File: src/rtl/issue_queue_decoder.sv
// Instruction queue plus head decoder: buffers fetched words, decodes the oldest
// entry and dispatches one registered bundle per cycle to the ROB, RS or LSB.
package issue_queue_decoder_pkg;
    typedef enum logic [1:0] {
        TypeRd = 2'd0,
        TypeSt = 2'd1,
        TypeBr = 2'd2
    } rob_type_t;
endpackage

module issue_queue_decoder
    import issue_queue_decoder_pkg::*;
#(
    parameter int IQ_DEPTH_BIT  = 2,
    parameter int ROB_WIDTH_BIT = 5
) (
    input  logic                     clk_in,
    input  logic                     rst_in,
    input  logic                     rdy_in,
    input  logic                     ins_valid,
    input  logic [31:0]              ins,
    input  logic [31:0]              pc,
    input  logic                     pred_jump,
    output logic                     iq_full,
    output logic                     IFetcher_clear,
    output logic [31:0]              IFetcher_new_addr,
    input  logic                     flush,
    input  logic                     rob_full,
    input  logic                     rs_full,
    input  logic                     lsb_full,
    input  logic [ROB_WIDTH_BIT-1:0] rob_tail,
    output logic [4:0]               ask_reg_id1,
    output logic [4:0]               ask_reg_id2,
    input  logic [31:0]              REGF_ret_val_id1,
    input  logic [31:0]              REGF_ret_val_id2,
    input  logic                     REGF_dep_rs1,
    input  logic                     REGF_dep_rs2,
    input  logic [ROB_WIDTH_BIT-1:0] REGF_ret_ROB_id1,
    input  logic [ROB_WIDTH_BIT-1:0] REGF_ret_ROB_id2,
    output logic                     disp_valid,
    output logic [1:0]               disp_unit,
    output logic [4:0]               disp_op,
    output rob_type_t                disp_rob_type,
    output logic [4:0]               disp_rd,
    output logic [31:0]              disp_pc,
    output logic [31:0]              disp_imm,
    output logic [31:0]              disp_rs1_val,
    output logic [31:0]              disp_rs2_val,
    output logic                     disp_qi_valid,
    output logic                     disp_qj_valid,
    output logic [ROB_WIDTH_BIT-1:0] disp_qi,
    output logic [ROB_WIDTH_BIT-1:0] disp_qj,
    output logic [ROB_WIDTH_BIT-1:0] disp_rob_id,
    output logic                     disp_rob_ready,
    output logic [31:0]              disp_rob_value,
    output logic [31:0]              disp_jp_addr
);
    localparam int DEPTH = 2 ** IQ_DEPTH_BIT;

    localparam logic [6:0] OP_LUI   = 7'b0110111;
    localparam logic [6:0] OP_AUIPC = 7'b0010111;
    localparam logic [6:0] OP_JAL   = 7'b1101111;
    localparam logic [6:0] OP_JALR  = 7'b1100111;
    localparam logic [6:0] OP_BR    = 7'b1100011;
    localparam logic [6:0] OP_LOAD  = 7'b0000011;
    localparam logic [6:0] OP_STORE = 7'b0100011;
    localparam logic [6:0] OP_IMM   = 7'b0010011;
    localparam logic [6:0] OP_REG   = 7'b0110011;

    typedef struct packed {
        logic [31:0] ins;
        logic [31:0] pc;
        logic        pred;
    } entry_t;

    typedef struct packed {
        logic                     valid;
        logic [1:0]               unit;
        logic [4:0]               op;
        rob_type_t                rob_type;
        logic [4:0]               rd;
        logic [31:0]              pc;
        logic [31:0]              imm;
        logic [31:0]              rs1_val;
        logic [31:0]              rs2_val;
        logic                     qi_valid;
        logic                     qj_valid;
        logic [ROB_WIDTH_BIT-1:0] qi;
        logic [ROB_WIDTH_BIT-1:0] qj;
        logic [ROB_WIDTH_BIT-1:0] rob_id;
        logic                     rob_ready;
        logic [31:0]              rob_value;
        logic [31:0]              jp_addr;
        logic                     clear;
        logic [31:0]              new_addr;
    } disp_t;

    entry_t [DEPTH-1:0]      mem_q, mem_d;
    logic [IQ_DEPTH_BIT-1:0] head_q, head_d, tail_q, tail_d;
    logic [IQ_DEPTH_BIT:0]   count_q, count_d;
    disp_t                   disp_q, disp_d, bundle;

    entry_t      head;
    logic [31:0] hi;
    logic [6:0]  opcode;
    logic [2:0]  funct3;
    logic        is_r, is_i, is_b, is_l, is_s, is_jal, is_jalr, is_lui, is_auipc;
    logic        to_rs, to_lsb, uses_rs1, uses_rs2, writes_rd, alt;
    logic        go, redirect, push;
    logic [31:0] imm_i, imm_s, imm_b, imm_u, imm_j;

    assign head     = mem_q[head_q];
    assign hi       = head.ins;
    assign opcode   = hi[6:0];
    assign funct3   = hi[14:12];
    assign is_r     = (opcode == OP_REG);
    assign is_i     = (opcode == OP_IMM);
    assign is_b     = (opcode == OP_BR);
    assign is_l     = (opcode == OP_LOAD);
    assign is_s     = (opcode == OP_STORE);
    assign is_jal   = (opcode == OP_JAL);
    assign is_jalr  = (opcode == OP_JALR);
    assign is_lui   = (opcode == OP_LUI);
    assign is_auipc = (opcode == OP_AUIPC);

    assign to_rs     = is_r | is_i | is_b;
    assign to_lsb    = is_l | is_s;
    assign uses_rs1  = is_r | is_i | is_b | is_l | is_s | is_jalr;
    assign uses_rs2  = is_r | is_b | is_s;
    assign writes_rd = is_r | is_i | is_l | is_jal | is_jalr | is_lui | is_auipc;
    // funct7[5] selects SUB/SRA; for immediates only SRAI carries it.
    assign alt       = hi[30] & (is_r | (is_i & (funct3 == 3'b101)));

    assign imm_i = {{20{hi[31]}}, hi[31:20]};
    assign imm_s = {{20{hi[31]}}, hi[31:25], hi[11:7]};
    assign imm_b = {{19{hi[31]}}, hi[31], hi[7], hi[30:25], hi[11:8], 1'b0};
    assign imm_u = {hi[31:12], 12'b0};
    assign imm_j = {{11{hi[31]}}, hi[31], hi[19:12], hi[20], hi[30:21], 1'b0};

    assign iq_full  = (count_q == (IQ_DEPTH_BIT + 1)'(DEPTH));
    assign push     = ins_valid & ~iq_full;
    assign go       = (count_q != '0) & ~rob_full & ~(to_rs & rs_full)
                    & ~(to_lsb & lsb_full) & ~(is_jalr & REGF_dep_rs1);
    assign redirect = go & (is_jal | is_jalr);

    assign ask_reg_id1 = hi[19:15];
    assign ask_reg_id2 = hi[24:20];

    // Unrecognised opcodes fall through as ROB-only, ready entries so the queue never wedges.
    always_comb begin
        bundle           = '0;
        bundle.valid     = 1'b1;
        bundle.unit      = to_rs ? 2'd1 : (to_lsb ? 2'd2 : 2'd0);
        bundle.rob_type  = is_s ? TypeSt : (is_b ? TypeBr : TypeRd);
        bundle.rd        = writes_rd ? hi[11:7] : 5'd0;
        bundle.pc        = head.pc;
        bundle.rs1_val   = REGF_ret_val_id1;
        bundle.rs2_val   = REGF_ret_val_id2;
        bundle.qi_valid  = uses_rs1 & REGF_dep_rs1;
        bundle.qj_valid  = uses_rs2 & REGF_dep_rs2;
        bundle.qi        = REGF_ret_ROB_id1;
        bundle.qj        = REGF_ret_ROB_id2;
        bundle.rob_id    = rob_tail;
        bundle.rob_ready = ~(to_rs | to_lsb);
        bundle.new_addr  = disp_q.new_addr;
        if (is_b)
            bundle.op = {2'b10, funct3};
        else if (to_rs)
            bundle.op = {1'b0, alt, funct3};
        else if (to_lsb)
            bundle.op = {1'b0, ~opcode[5], funct3};
        if (is_i)
            bundle.imm = (funct3 == 3'b001 || funct3 == 3'b101) ? {27'b0, hi[24:20]} : imm_i;
        else if (is_l || is_jalr)
            bundle.imm = imm_i;
        else if (is_s)
            bundle.imm = imm_s;
        else if (is_b)
            bundle.imm = imm_b;
        else if (is_lui || is_auipc)
            bundle.imm = imm_u;
        else if (is_jal)
            bundle.imm = imm_j;
        if (is_jal || is_jalr)
            bundle.rob_value = head.pc + 32'd4;
        else if (is_lui)
            bundle.rob_value = imm_u;
        else if (is_auipc)
            bundle.rob_value = head.pc + imm_u;
        if (is_b)
            bundle.jp_addr = head.pred ? head.pc + 32'd4 : head.pc + imm_b;
        bundle.clear = is_jal | is_jalr;
        if (is_jal)
            bundle.new_addr = head.pc + imm_j;
        else if (is_jalr)
            bundle.new_addr = (REGF_ret_val_id1 + imm_i) & ~32'd1;
    end

    always_comb begin
        mem_d        = mem_q;
        head_d       = head_q;
        tail_d       = tail_q;
        count_d      = count_q;
        disp_d       = disp_q;
        disp_d.valid = 1'b0;
        disp_d.clear = 1'b0;
        if (flush) begin
            head_d  = '0;
            tail_d  = '0;
            count_d = '0;
        end else if (!rdy_in) begin
            disp_d = disp_q;
        end else begin
            if (redirect) begin
                // Younger entries are on the wrong path; same-cycle push is dropped too.
                head_d  = '0;
                tail_d  = '0;
                count_d = '0;
            end else begin
                if (push) begin
                    mem_d[tail_q] = '{ins: ins, pc: pc, pred: pred_jump};
                    tail_d        = tail_q + IQ_DEPTH_BIT'(1);
                end
                if (go)
                    head_d = head_q + IQ_DEPTH_BIT'(1);
                if (push && !go)
                    count_d = count_q + (IQ_DEPTH_BIT + 1)'(1);
                else if (!push && go)
                    count_d = count_q - (IQ_DEPTH_BIT + 1)'(1);
            end
            if (go)
                disp_d = bundle;
        end
    end

    always_ff @(posedge clk_in) begin
        if (rst_in) begin
            mem_q   <= '0;
            head_q  <= '0;
            tail_q  <= '0;
            count_q <= '0;
            disp_q  <= '0;
        end else begin
            mem_q   <= mem_d;
            head_q  <= head_d;
            tail_q  <= tail_d;
            count_q <= count_d;
            disp_q  <= disp_d;
        end
    end

    assign disp_valid        = disp_q.valid;
    assign disp_unit         = disp_q.unit;
    assign disp_op           = disp_q.op;
    assign disp_rob_type     = disp_q.rob_type;
    assign disp_rd           = disp_q.rd;
    assign disp_pc           = disp_q.pc;
    assign disp_imm          = disp_q.imm;
    assign disp_rs1_val      = disp_q.rs1_val;
    assign disp_rs2_val      = disp_q.rs2_val;
    assign disp_qi_valid     = disp_q.qi_valid;
    assign disp_qj_valid     = disp_q.qj_valid;
    assign disp_qi           = disp_q.qi;
    assign disp_qj           = disp_q.qj;
    assign disp_rob_id       = disp_q.rob_id;
    assign disp_rob_ready    = disp_q.rob_ready;
    assign disp_rob_value    = disp_q.rob_value;
    assign disp_jp_addr      = disp_q.jp_addr;
    assign IFetcher_clear    = disp_q.clear;
    assign IFetcher_new_addr = disp_q.new_addr;
endmodule

File: config.mk
export PLATFORM = sky130hd
export DESIGN_NAME = issue_queue_decoder
export DESIGN_NICKNAME = d
export VERILOG_FILES = /design/src/rtl/issue_queue_decoder.sv
export SDC_FILE = /design/constraint.sdc
export NUM_CORES = 1
export LEC_CHECK = 0
export BUFFER_PORTS_ARGS = -buffer_cell sky130_fd_sc_hd__clkbuf_2
export CAP_MARGIN = 40
export CORE_MARGIN = 8
export CORE_UTILIZATION = 35
export DETAILED_ROUTE_END_ITERATION = 10
export RECOVER_POWER = 100
export SLEW_MARGIN = 20
export SYNTH_ARGS = -nofsm -noshare
export SYNTH_HDL_FRONTEND = slang
export SYNTH_SLANG_ARGS = --single-unit
File: constraint.sdc
create_clock -name clk_in -period 6.4 [get_ports clk_in]
set_input_delay 1.28 -clock clk_in [delete_from_list [all_inputs] [get_ports clk_in]]
set_output_delay 1.28 -clock clk_in [all_outputs]
set_load 0.005 [all_outputs]
* Yosys cells after proc, flatten, opt, wreduce, memory -nomap -nowiden
Index checks and enable logic that the tools add are counted.
** Storage, ports and cells
- Word-level logic and storage cells :: 152
- Input bits :: 154
- Bits in registers :: 525
** Operators by class
- Add/subtract/negate cells :: 9
- Reductions and logical operators :: 21
- Equal/unequal tests :: 12
- $lt $le $gt $ge :: 3
- Multiplexer cells :: 35
- Bitwise gates (word level) :: 38
** Operators by type and width (number)
- $mux W32 :: 14
- $bwmux W260 :: 1
- $mux W258 :: 1
- $bmux W65 S2 :: 1
- $demux W65 S2 :: 1
- $mux W65 :: 2
- $add A32 B32 Y32 :: 4
- $add A32 B3 Y32 const B :: 1
- $eq A7 B6 Y1 const B :: 3
- $eq A7 B7 Y1 const B :: 3
- $mux W2 :: 8
- $or A1 B1 Y1 :: 16
- $eq A7 B5 Y1 const B :: 2
- $and A1 B1 Y1 :: 13
- $mux W5 :: 2
- $mux W3 :: 3
- $not A1 Y1 :: 9
- $mux W4 :: 2
- $reduce_and A4 Y1 :: 2
- $eq A7 B2 Y1 const B :: 1
- $eq A3 B3 Y1 const B :: 2
- $lt A2 B3 Y1 const B :: 2
- $reduce_and A2 Y1 :: 3
- $reduce_bool A2 Y1 :: 3
- 11 further kinds :: 19

* Longest topological paths before layout
Gate-level depths: netlist of run 1.
- Word-level depth :: 14
- Mapped depth :: 21

* Least setup slack after synthesis of run 1
No wires, ideal clock.
- Kind :: reg2reg
- Start :: reg head_q[0]
- End :: reg disp_q, in the netlist disp_jp_addr[31]
- Buffers on the path :: 8
- Path slack :: 1.387 ns
- Required time :: 6.266 ns
- Data arrival time :: 4.879 ns
- Library setup time :: 0.134 ns
- Stages on the path, launching flop included :: 21
- Period minus slack after synthesis :: 5.013 ns
- Cells stage by stage :: dfxtp_1 > buf_6 > buf_6 > buf_4 > buf_6 > buf_4 > buf_2 > buf_2 > mux4_2 > ha_1 > buf_2 > a211oi_1 > o21bai_1 > a2111o_1 > nand2_1 > o31a_1 > o311ai_0 > nand2_1 > a31oi_1 > xor2_1 > o22ai_1
** Between the ends
- Word-level cells in the longest chain between the ends :: 11
** RTL lines
- start, declared :: line 99 : logic [IQ_DEPTH_BIT-1:0] head_q, head_d, tail_q, tail_d;
- start signal, assigned :: line 239 : head_q <= '0;
- start signal, assigned :: line 245 : head_q <= head_d;
- $bmux W65 S2 * :: line 112 : assign head = mem_q[head_q];
- $mux W65 (not written as such) * :: line 112
- branches (longest 9 deep; another with $add A32 B32 Y32)
- end signal, assigned :: line 248 : disp_q <= disp_d;
- end, declared :: line 101 : disp_t disp_q, disp_d, bundle;
Every way passes the cells marked *. The select of a mux whose other input is x is not followed.
A chain may end at the register's enable or synchronous reset.

* Worst setup path after layout of run 1
- Start :: reg head_q[0]
- End :: reg disp_q, in the netlist disp_jp_addr[14]
The elaborated chain is that of the path after synthesis.

==> results of run 1 <==
==> cells in the final DEF (no fill, tap or decap), types with 8 or more instances in the layout <==
master,n
sky130_fd_sc_hd__or2_2,10
sky130_fd_sc_hd__inv_1,25
sky130_fd_sc_hd__clkinv_2,9
sky130_fd_sc_hd__o21ai_0,97
sky130_fd_sc_hd__o211ai_1,19
sky130_fd_sc_hd__nand4_1,12
sky130_fd_sc_hd__dfxtp_1,523
sky130_fd_sc_hd__nor2b_1,14
sky130_fd_sc_hd__a221oi_1,15
sky130_fd_sc_hd__nor3_1,59
sky130_fd_sc_hd__ha_1,89
sky130_fd_sc_hd__xor2_1,48
sky130_fd_sc_hd__o22ai_1,10
sky130_fd_sc_hd__nand2_1,947
sky130_fd_sc_hd__buf_4,20
sky130_fd_sc_hd__nand3_1,41
sky130_fd_sc_hd__and2_1,12
sky130_fd_sc_hd__clkbuf_1,238
sky130_fd_sc_hd__and3_1,9
sky130_fd_sc_hd__nor2_1,211
sky130_fd_sc_hd__o21a_1,13
sky130_fd_sc_hd__a31oi_1,23
sky130_fd_sc_hd__a21oi_1,502
sky130_fd_sc_hd__a21o_1,57
sky130_fd_sc_hd__mux4_2,63
sky130_fd_sc_hd__buf_12,10
sky130_fd_sc_hd__clkbuf_2,205
sky130_fd_sc_hd__xnor2_1,77
sky130_fd_sc_hd__clkbuf_8,8
sky130_fd_sc_hd__mux2i_1,10
sky130_fd_sc_hd__bufinv_16,9
sky130_fd_sc_hd__o31ai_1,9
sky130_fd_sc_hd__a22oi_1,21
sky130_fd_sc_hd__clkbuf_16,60
sky130_fd_sc_hd__a211oi_1,55
sky130_fd_sc_hd__nand2b_1,18
==> cell usage after synthesis, drive strengths merged, types with 5 or more instances <==
| cell type | number |
|---|---|
| xor2 | 48 |
| dfxtp | 525 |
| a31oi | 23 |
| nand2 | 951 |
| o21bai | 7 |
| ha | 89 |
| o21ai | 98 |
| o31ai | 9 |
| clkbuf | 125 |
| nand2b | 18 |
| nand4 | 12 |
| and3 | 9 |
| a221oi | 15 |
| and2 | 16 |
| o22ai | 10 |
| nor4 | 8 |
| buf | 120 |
| a211oi | 55 |
| o211ai | 19 |
| xnor2 | 77 |
| a41oi | 6 |
| fa | 5 |
| nor3 | 62 |
| a311oi | 6 |
| a21o | 57 |
| nor2b | 14 |
| or2 | 10 |
| inv | 26 |
| o41ai | 5 |
| a21oi | 502 |
| o221ai | 7 |
| mux2i | 10 |
| nand3 | 41 |
| and4 | 5 |
| mux4 | 63 |
| or3 | 8 |
| o21a | 13 |
| a22oi | 21 |
| nor2 | 215 |
==> report_power, final <==
part / internal (mW) / switching, mW / leakage [nW]
clock: 2.19 / 1.44 / 1.02
combinational: 0.184 / 0.384 / 6.05
sequential: 3.30 / 0.0153 / 4.23
==> cells by family after synthesis <==
| group | after synthesis | synth area share, % |
|---|---|---|
| AND/OR/NAND/NOR | 1383 | 21.4 |
| AO/OA/AOI/OAI | 903 | 20.2 |
| flip-flops | 525 | 39.3 |
| buffers and inverters | 272 | 4.85 |
| XOR/XNOR | 125 | 4.09 |
| adder cells (fa/ha/maj) | 94 | 4.53 |
| multiplexers | 75 | 5.76 |
==> sequential cells by signal (all words and copies together), names as in the netlist, 32 cells and up <==
| signal | flops |
|---|---|
| IFetcher_new_addr | 32 |
| disp_imm | 32 |
| disp_jp_addr | 32 |
| disp_pc | 32 |
| disp_rob_value | 32 |
| disp_rs1_val | 32 |
| disp_rs2_val | 32 |
| mem_q | 260 |
==> worst max-delay path by stage <==
stage	start	to	slack, ps	cells past startpoint
floorplan	head_q[0]	disp_jp_addr[31]	1390	20
global placement	head_q[0]	IFetcher_new_addr[31]	1640	12
detailed placement	head_q[0]	IFetcher_new_addr[27]	1640	13
CTS	head_q[0]	IFetcher_new_addr[27]	1600	13
global route	head_q[0]	mem_q[50]	630	11
finish	head_q[0]	disp_jp_addr[14]	960	10
==> stage by stage <==
| stage | total power [mW] | utilization (%) |
|---|---|---|
| finish | 7.51 | 41.1 |
| global route | 7.77 | 41.1 |
| global placement | 3.94 | 38.7 |
| CTS | 7.59 | 41.5 |
| floorplan | 3.71 | - |
| detailed placement | 3.94 | 38.8 |
==> area by class of cell <==
| cell class | count | area (um2) |
|---|---|---|
| repair buffers | 462 | 2270 |
| inverters | 27 | 101 |
| clock buffers | 83 | 1670 |
| flip-flops and latches | 525 | 10500 |
| multi-input cells | 2580 | 15000 |
| diodes | 5 | 12.5 |
| well taps | 978 | 1220 |
| fillers | 7873 | 44600 |
| clock inverters | 29 | 439 |
==> worst max-delay path: stages (launching register included) <==
cell and delay [ps]:
sky130_fd_sc_hd__dfxtp_4 690, sky130_fd_sc_hd__clkbuf_1 620, sky130_fd_sc_hd__mux4_2 740, sky130_fd_sc_hd__nand4b_1 280, sky130_fd_sc_hd__clkinv_1 160, sky130_fd_sc_hd__a311o_1 500
sky130_fd_sc_hd__or3_4 660, sky130_fd_sc_hd__buf_12 320, sky130_fd_sc_hd__nor2_1 760, sky130_fd_sc_hd__o211ai_1 310, sky130_fd_sc_hd__a21oi_1 200
==> per-layer routing <==
metal	up-vias	track usage (%)
met1	12100	30.1
li1	12300	-
met3	210	6.25
met2	1062	37.3
met5	-	0
met4	16	8.39
==> impl_metrics.ini, run 1 <==
[placement]
numPlacedInstances = 4570
numPortBuffers = 422
gpl.final_weighted_congestion = 1.01
preCtsSetupSlack_ps = 1640
detailed_place.area_um2 = 29400
dp.final_hpwl_mm = 76.0

[clock_tree]
ctsResizeCount = 0
cts.hold.buffers_added = 0
htree_depth = 2
cts-buffers-inserted = 60
cts.path.max_buffers = 3
clk_latency_ps = 660
post_cts.repair.setup_buffers = 0
cts_sinks = 525
clock_tree.root_cell = sky130_fd_sc_hd__clkbuf_16
clk_pin_slew_worst_paths_ps = 60
tritoncts_clock_tree = yes

[grt]
antenna_found_initial = 12
number_of_global_route_vias_before_repair = 24000
globalRoute.totalOverflow = 0
largest_net_degree_at_the_start_of_global_routing = 205
grt_first_pass_wirelength_mm = 156
grt_usage_pct = 23.3

[sta]
maximum_clock_frequency_ghz = 0.184
finalWorstSetupSlack_ps = 958
setup_tns_ps = 0
portion_of_the_clock_cycle_consumed_by_the_worst_path_in_the_final_layout_pct = 85.0
timing.slew.headroom_pct = 29.9
report.final.setup_viol = 0
max_slew.worst_pin.slew_ps = 1050
finalCriticalPeriod_ps = 5440
unrepaired_setup_endpoints_after_global_routing = no
timing.final.hold_violations = 0
fin_hold_ws_ps = 446
maxSlewViolCount = 0
final.setup_skew_ps = 52.9

[floorplanning]
rows = 101
floorplan.core_area_um2 = 75800
die_area_um2 = 85600
die_y_um = 293
initial_core_utilization_pct = 35.3
horizontal_extent_of_the_die_um = 293
design.portCount = 423

[yosys]
post_synth_num_cell_types = 85
yosys_most_used_dff = sky130_fd_sc_hd__dfxtp_1
syn-num-nets = 3625
synth.largest_area_cell = sky130_fd_sc_hd__dfxtp_1
ys_ff_latch = 525
ys_async_sr_fraction_pct = 0
yosysWarnings = 0
synthCells = 3377
synth_enable_flop_cells = 0
synth_area_leaders = sky130_fd_sc_hd__dfxtp_1 (39%), sky130_fd_sc_hd__nand2_1 (13%), sky130_fd_sc_hd__a21oi_1 (9.4%)
netlist_area_um2 = 26800
avgSynthCellArea_um2 = 7.93
synthDominantCellAreaShare_pct = 39.3
synth.yosys.seq_area_share_pct = 39.3

[routing]
route.detailed.vias_per_inst = 5.47
drc = 0
drtPass1Iterations = 5
routed-via-count = 25600
met3_length_mm = 9.41
route.final.wire_length_mm = 105
remaining_number_of_nets_flagged_by_the_antenna_check_after_routing = 0
route.detailed.wl_per_inst_um = 22.5
wl_met2_mm = 48.2
wl_met1_mm = 43.8
drt_iter0_markers = 2677
top_layer_used = met5

[critical_path]
rrSetupSlack_ps = 960
crit_path_end_kind = flop
crit_path_start_kind = flop
rr_startpoint = head_q[0]
number_of_cells_on_the_worst_reg_to_reg_path = 10
worst_ep_required_time_ps = 6930
crit_path_max_fanout = 106
worstReg2RegEnd = disp_jp_addr[14]
critPathKind = reg -> reg
crit_arrival_ps = 5970

[cells_and_area]
finish.cell_count_without_fillers = 4689
nets = 3904
area_added_between_synthesis_and_finish_pct = 16.5
layout-drive-gt1-share_pct = 11.7
layout.cell_area.non_filler_um2 = 31200

[power_and_ir_drop]
power.leakage_nw = 11.3
largest_voltage_drop_on_the_vdd_net_mv = 0.220
powerDensity_nw_per_um2 = 241

[min_path]
worst_hold_path.num_cells = 2
holdPathEnd = disp_jp_addr[10]
hp-start = disp_jp_addr[10]
hold_path.class = reg -> reg

[run_status]
status = complete, no violations

[job]
cap_viol_max_count = 0
No activity file was read; power rests on OpenSTA's default activity.
==> run 2, diff against run 1 <==
CORE_UTILIZATION = 57   (was 35)
PLACE_DENSITY = 0.76   (was default)
==> impl_metrics.ini, run 2 (synthesis results as in run 1) <==
[run_status]
status = complete, no violations

[grt]
global_route.usage.met2_pct = 56.5
gr-usage-met3_pct = 7.45
antenna_found_initial = 4
largest_net_degree_at_the_start_of_global_routing = 240
number_of_global_route_vias_before_repair = 25000
grt_first_pass_wirelength_mm = 149
top_usage_layer = met2
globalRoute.totalOverflow = 0
grt_usage_pct = 35.0
global_route_track_usage_on_met1_pct = 44.1

[critical_path]
critical_path_s_top_delay_family = compound AO/OA/AOI/OAI gates
rr_startpoint = head_q[0]
worst_ep_required_time_ps = 6870
slowest_stage_delay_on_critical_path_ps = 1140
critPathKind = reg -> reg
crit_arrival_ps = 6010
critical_path_cell_count = 13
slowest_cp_cell = sky130_fd_sc_hd__dfxtp_1
worstReg2RegEnd = disp_jp_addr[30]
crit_path_end_kind = flop
rrSetupSlack_ps = 860
cp_cell_sequence = clkbuf_1, mux4_2, ha_1, o21ai_0, a221o_1, a21oi_1, o2bb2ai_1, o311ai_0, nand3_1, nor2b_1, xnor2_1, a221oi_1, nor2_1
crit_path_max_fanout = 18
number_of_cells_on_the_worst_reg_to_reg_path = 13
worst-path-buf-inv = 1
crit_path_start_kind = flop

[routing]
drc = 0
route.detailed.vias_per_inst = 6.15
remaining_number_of_nets_flagged_by_the_antenna_check_after_routing = 0
route.final.wire_length_mm = 99.1
drt_iter0_markers = 2742
drtPass1Iterations = 7
route.detailed.wl_per_inst_um = 23.0
routed-via-count = 26500

[min_path]
worst_hold_path.num_cells = 2
holdPathEnd = disp_jp_addr[10]
hp-start = disp_jp_addr[10]
hold_path.class = reg -> reg

[placement]
dp.final_hpwl_mm = 72.3
gpl.final_weighted_congestion = 1.04
numPortBuffers = 422

[floorplanning]
floorplan.core_area_um2 = 46500
design.portCount = 423
rows = 79
horizontal_extent_of_the_die_um = 233
die_y_um = 233
die_area_um2 = 54200
initial_core_utilization_pct = 57.6

[power_and_ir_drop]
power.share.clock_pct = 46.1
comb_power_share_pct = 7.9
power_switching_mw = 1.75
pwr-share-seq_pct = 46.0
power.leakage_nw = 11.2
cell_internal_pwr_mw = 5.45
largest_voltage_drop_on_the_vdd_net_mv = 0.216
powerDensity_nw_per_um2 = 236
switching_share_pct = 24.3

[clock_tree]
cts.hold.buffers_added = 0
clock_tree.root_cell = sky130_fd_sc_hd__clkbuf_16
htree_depth = 2
clk_pin_slew_worst_paths_ps = 70
post_cts.repair.setup_buffers = 0
cts-buffers-inserted = 53
cts.path.max_buffers = 3
tritoncts_clock_tree = yes
cts_sinks = 525
clk_latency_ps = 630
ctsResizeCount = 0

[cells_and_area]
multi_input_area_um2 = 15000
layout_commonest_cell = sky130_fd_sc_hd__nand2_1
max_flop_register = mem_q
final-seq-area_um2 = 10500
fillCellCount = 4079
layout-drive-gt1-share_pct = 11.8
largest_register_ffs = 260
nets = 3901
most-common-layout-cells = sky130_fd_sc_hd__nand2_1 (947), sky130_fd_sc_hd__dfxtp_1 (524), sky130_fd_sc_hd__a21oi_1 (502), sky130_fd_sc_hd__clkbuf_1 (224), sky130_fd_sc_hd__nor2_1 (212)
area_added_between_synthesis_and_finish_pct = 14.1

[sta]
timing.final.hold_violations = 0
unrepaired_setup_endpoints_after_global_routing = no
fin_hold_ws_ps = 447
max_slew.worst_pin.slew_ps = 1230
report.final.setup_viol = 0
finalCriticalPeriod_ps = 5540
timing.slew.headroom_pct = 17.6
maximum_clock_frequency_ghz = 0.181
portion_of_the_clock_cycle_consumed_by_the_worst_path_in_the_final_layout_pct = 86.5
final.setup_skew_ps = 31.5
maxSlewViolCount = 0
setup_tns_ps = 0

[job]
cap_viol_max_count = 0
==> run 2: cell count changes in the layout (fill, tap and decap cells not counted), moves of 3 or more <==
| cell | before | now |
|---|---|---|
| sky130_fd_sc_hd__clkinv_1 | 6 | 2 |
| sky130_fd_sc_hd__clkinv_2 | 9 | 6 |
| sky130_fd_sc_hd__buf_4 | 20 | 28 |
| sky130_fd_sc_hd__bufinv_16 | 9 | 6 |
| sky130_fd_sc_hd__clkbuf_8 | 8 | 17 |
| sky130_fd_sc_hd__clkbuf_16 | 60 | 53 |
| sky130_fd_sc_hd__clkbuf_1 | 238 | 224 |
==> run 2: final cells by class <==
class	instances	share of cell area, %
inverter	27	0.332
antenna	3	0.0246
clock inverter	19	0.954
multi-input combinational	2580	49.0
timing repair buffer	466	7.63
tap	607	2.49
sequential	525	34.4
clock buffer	77	5.19
==> run 2: routing by layer <==
metal / vias to the layer above / routed length [um]
met3: 259 / 9130
met5: - / 0
met1: 12600 / 38700
met4: 0 / 5380
li1: 12300 / -
met2: 1342 / 45800
==> run 2: how the worst max path moves through the flow <==
stage | endpoint | from | slack (ps)
final | disp_jp_addr[30] | head_q[0] | 860
after global routing | mem_q[141] | head_q[0] | 500
after CTS | IFetcher_new_addr[27] | head_q[1] | 1390
after detailed placement | IFetcher_new_addr[27] | head_q[1] | 1410
after global placement | IFetcher_new_addr[27] | head_q[1] | 1480
after floorplan | disp_jp_addr[31] | head_q[0] | 1390
==> run 2: power groups by stage <==
stage / registers (mW) / clock network [mW] / logic, mW
after detailed placement: 3.38 / 0 / 0.553
after global placement: 3.38 / 0 / 0.546
after CTS: 3.31 / 3.34 / 0.556
after global routing: 3.31 / 3.48 / 0.606
after floorplan: 3.38 / 0 / 0.331
final: 3.31 / 3.32 / 0.567
==> run 2: worst register-to-register path: stages, from the launching register on <==
cell and delay (ps):
sky130_fd_sc_hd__dfxtp_1 1140, sky130_fd_sc_hd__clkbuf_1 490, sky130_fd_sc_hd__mux4_2 750, sky130_fd_sc_hd__ha_1 540
sky130_fd_sc_hd__o21ai_0 150, sky130_fd_sc_hd__a221o_1 360, sky130_fd_sc_hd__a21oi_1 220, sky130_fd_sc_hd__o2bb2ai_1 180
sky130_fd_sc_hd__o311ai_0 760, sky130_fd_sc_hd__nand3_1 130, sky130_fd_sc_hd__nor2b_1 180, sky130_fd_sc_hd__xnor2_1 150
sky130_fd_sc_hd__a221oi_1 270, sky130_fd_sc_hd__nor2_1 60
==> run 2: per-stage QoR <==
step	area, um2	worst slack, ps	instances	total power, mW	util [%]
global route	30500	496	4303	7.40	65.7
floorplan	26800	1390	3377	3.71	-
detailed placement	28900	1410	4201	3.94	62.2
global placement	28900	1480	4199	3.93	62.2
finish	30500	865	4304	7.20	65.8
CTS	30800	1390	4297	7.21	66.3
